**config.mk**
```make
export PLATFORM = sky130hd
export DESIGN_NAME = ucode_sequencer
export DESIGN_NICKNAME = d
export VERILOG_FILES = /design/src/rtl/ucode_sequencer.sv
export SDC_FILE = /design/constraint.sdc
export NUM_CORES = 1
export LEC_CHECK = 0
export CORE_MARGIN = 2
export CORE_UTILIZATION = 30
export DETAILED_ROUTE_END_ITERATION = 10
export HOLD_SLACK_MARGIN = 0.06
export PLACE_DENSITY_LB_ADDON = 0.12
export SLEW_MARGIN = 15
export SYNTH_ARGS = -nofsm -noshare
export SYNTH_HDL_FRONTEND = slang
export SYNTH_SLANG_ARGS = --single-unit
export TNS_END_PERCENT = 20
```
**constraint.sdc**
```tcl
create_clock -name clk -period 1.8 [get_ports clk]
set_clock_uncertainty 0.2 [all_clocks]
set_input_delay 0.36 -clock clk [delete_from_list [all_inputs] [get_ports clk]]
set_output_delay 0.36 -clock clk [all_outputs]
set_load 0.1 [all_outputs]
```
**src/rtl/ucode_sequencer.sv**
```systemverilog
// ucode_sequencer: T-state counter and instruction register for the microcoded CPU.
// Supplies {instr, T-2} to the decode ROM and returns the active microinstruction:
// T0/T1 are hardwired fetch words, T2..T7 come straight from the ROM.
// Optional feature macro: UCODE_EARLY_END_EN (an all-zero ROM word at T>=2 ends the instruction).
module ucode_sequencer #(
   parameter logic [15:0] FETCH0_UINSTR = 16'h4800,
   parameter logic [15:0] FETCH1_UINSTR = 16'h1D00,
   parameter int unsigned II_BIT        = 12
) (
   input  logic        clk,
   input  logic        rst_n,
   input  logic        step,
   input  logic [15:0] bus_in,
   input  logic [15:0] dec_uinstr,
   output logic [15:0] dec_instr,
   output logic [2:0]  dec_T,
   output logic [15:0] uinstr,
   output logic [2:0]  T,
   output logic        instr_done
);

   typedef enum logic [2:0] {
      T0_FETCH_ADDR  = 3'd0,
      T1_FETCH_INSTR = 3'd1,
      T2_EXEC        = 3'd2,
      T3_EXEC        = 3'd3,
      T4_EXEC        = 3'd4,
      T5_EXEC        = 3'd5,
      T6_EXEC        = 3'd6,
      T7_EXEC        = 3'd7
   } tstate_e;

   tstate_e     r_state;
   tstate_e     w_state_nxt;
   logic [15:0] r_instr;
   logic [15:0] w_instr_nxt;
   logic [15:0] w_uinstr;
   logic        w_end_of_instr;
   logic        w_exec;

   // State register and instruction register; reset abandons any instruction in flight.
   always_ff @(posedge clk or negedge rst_n) begin
      if (!rst_n) begin
         r_state <= T0_FETCH_ADDR;
         r_instr <= '0;
      end else begin
         r_state <= w_state_nxt;
         r_instr <= w_instr_nxt;
      end
   end

   // Microinstruction select, end-of-instruction detect and next-state/IR load.
   always_comb begin
      w_uinstr       = dec_uinstr;
      w_state_nxt    = r_state;
      w_instr_nxt    = r_instr;
      w_exec         = (r_state >= T2_EXEC);
      w_end_of_instr = (r_state == T7_EXEC);

      case (r_state)
         T0_FETCH_ADDR:  w_uinstr = FETCH0_UINSTR;
         T1_FETCH_INSTR: w_uinstr = FETCH1_UINSTR;
         default:        w_uinstr = dec_uinstr;
      endcase

`ifdef UCODE_EARLY_END_EN
      // A zero ROM word is still issued on uinstr, but it also terminates the instruction.
      if (w_exec && (dec_uinstr == '0)) begin
         w_end_of_instr = 1'b1;
      end
`endif

      if (step) begin
         if (w_uinstr[II_BIT]) begin
            w_instr_nxt = bus_in;
         end
         if (w_end_of_instr) begin
            w_state_nxt = T0_FETCH_ADDR;
         end else begin
            w_state_nxt = tstate_e'(r_state + 3'd1);
         end
      end
   end

   assign uinstr     = w_uinstr;
   assign T          = r_state;
   assign dec_instr  = r_instr;
   assign dec_T      = w_exec ? (r_state - 3'd2) : '0;
   assign instr_done = step & w_end_of_instr;

endmodule

```
==> reports/qor.yml <==
status: "complete, but fails checks"
violations: "negative setup slack"
worst-path-max-fanout: 4
syn_area_sq_um: 1010
worst_hold_slack_ns: 0.205
cp.required_ns: 1.24
grt_pass1_wl_mm: 4.80
ctsRootBufferMaster: "clkbuf_4"
fin_crit_sh_pct: 122
syn_to_final_growth_pct: 149
final.setup.worst_slack_ns: -0.390
nNetsFinal: 212
tightest_slew_ns: 0.269
ant_nets: 0
clkLatencyLatePin_ns: 0.29
start_kind: "flop"
antenna_cells: 0
ys_seq_area_share_pct: 47.1
grt_pass1_vias: 982
vias_per_cell: 4.28
core_area_sq_um: 3280
drive_above_1_share_pct: 64.1
routed-via-count: 924
ys_ff_latch: 19
cap_violations: 0
detail_route.first_pass.iterations: 2
synth_top_area_cell: "dfrtp_1"
dp_slack_ns: -0.257
syn_nets: 125
grt_overflow: 0
maxSlewHeadroom_pct: 82.0
die_w_microns: 62.0
ys_types: 16
fp.dieH_microns: 62.0
dr.first_iter.drc_count: 8
clock_sinks: 19
synth_ff_type: "dfrtp_1"
synth_top_area_share_pct: 47.1
drv_slew: 0
path_class: "reg2out"
wire_per_inst_microns: 14.8
start_util_pct: 30.7
syn_inst: 84
antenna_found_initial: 0
syn_avg_cell_area_sq_um: 12.0
hold_path.class: "in2async"
synthArstFlopShare_pct: 100
place.port_buffers: 73
tritoncts: "yes"
fmax_ghz: 0.457
rsz0062_at_grt: "yes"
synth_common_cells: "dfrtp_1, and2_1, nand2_1"
num_rows: 21
hold_violations: 0
fin_crit_ns: 2.19
dieArea_sq_um: 3850
cp_data_arrival_time_ns: 1.63
numCtsBuffers: 3
yosysMostFrequentCell: "dfrtp_1"
boundaryPins: 74
place_area_sq_um: 2420
track_usage_pct: 17.1
synth_area_leaders: "dfrtp_1, mux2_4, and2_1"
wl_mm: 3.20
cts_max_level: 1
critPathCaptureType: "output port"
grt_max_degree: 20
hpwl_mm: 2.56
synth-edff-count: 0
setup_violations: 36
drc: 0
yosysWarnings: 0
cts_buffer_depth: 2
design_area_sq_um: 2520
gp_congestion: 0.702
clkTransAtPathRegs_ns: 0.11
placed cells by master (no fill, tap or decap), drive strengths merged:
cell / instances
nor2: 4
ha: 6
clkdlybuf4s50: 34
buf: 51
clkinv: 1
dfrtp: 19
inv: 3
mux2: 16
a32o: 1
a21boi: 1
nand2: 11
clkbuf: 3
and2: 13
o21ai: 4
nand2b: 3
logic make-up (layout without fill, tap and decap cells):
kind of cell | count (synthesis) | count (layout) | share of synthesized area [%]
simple gates | 31 | 31 | 15.6
buf+inv | 6 | 92 | 4.58
compound gates | 6 | 6 | 3.72
flops | 19 | 19 | 47.1
fa+ha+maj | 6 | 6 | 7.43
mux | 16 | 16 | 21.6
critical path, cell delays in order, from the launching register on:
cell and delay, ns:
dfrtp_4 0.53, inv_6 0.09, buf_12 0.10, ha_4 0.11, a21boi_4 0.29, nor2_4 0.06
buf_12 0.17
cell type report:
type / count / area, sq um
Timing Repair Buffer: 85 / 1260
Fill cell: 212 / 766
Multi-Input combinational cell: 59 / 661
Sequential cell: 19 / 487
Tap cell: 46 / 57.6
Clock buffer: 3 / 22.5
Inverter: 3 / 21.3
Clock inverter: 1 / 5.00
worst paths after layout:
path	to	cells past startpoint	slack (ns)	from
setup / recovery	dec_T[0]	6	-0.39	T[1]
hold / removal	dec_instr[9]	2	0.21	rst_n
setup reg to reg	dec_instr[8]	6	-0.10	T[1]
hold reg to reg	dec_instr[12]	1	0.39	dec_instr[12]
max in group asynchronous	T[2]	2	0.97	rst_n
min in group clk	dec_instr[12]	1	0.39	dec_instr[12]
routing by layer:
| metal | up-vias | wire length (microns) | GRT usage [%] | share of wire (%) |
|---|---|---|---|---|
| li1 | 451 | - | - | - |
| met1 | 428 | 1200 | 20.8 | 37 |
| met2 | 41 | 1690 | 29.2 | 53 |
| met3 | 4 | 269 | 5.59 | 8.4 |
| met4 | 0 | 49 | 4.26 | 1.5 |
| met5 | - | 0 | 0 | 0 |
flip-flops by register name, indices dropped and copies added, names as in the netlist:
name and cells:
dec_instr 16, T 3
what timing repair did:
action | in CTS | in global routing
setup endpoints to repair | 36 | 36
buffers inserted | 1 | 0
resized for setup | 12 | 2
pin swaps | 4 | 5
hold buffers | 0 | 0
per-stage QoR:
stage | TNS [ns] | util [%] | instances
6_report | -8.28 | 76.7 | 216
5_1_grt | -10.21 | 76.7 | 216
4_1_cts | -8.82 | 76.4 | 216
3_5_place_dp | -5.98 | 73.8 | 211
3_3_place_gp | -4.97 | 73.8 | 211
2_1_floorplan | -9.16 | - | 84
Power is not shown: default switching activity piles up to over one toggle a cycle in this logic, so the estimate is an artifact.
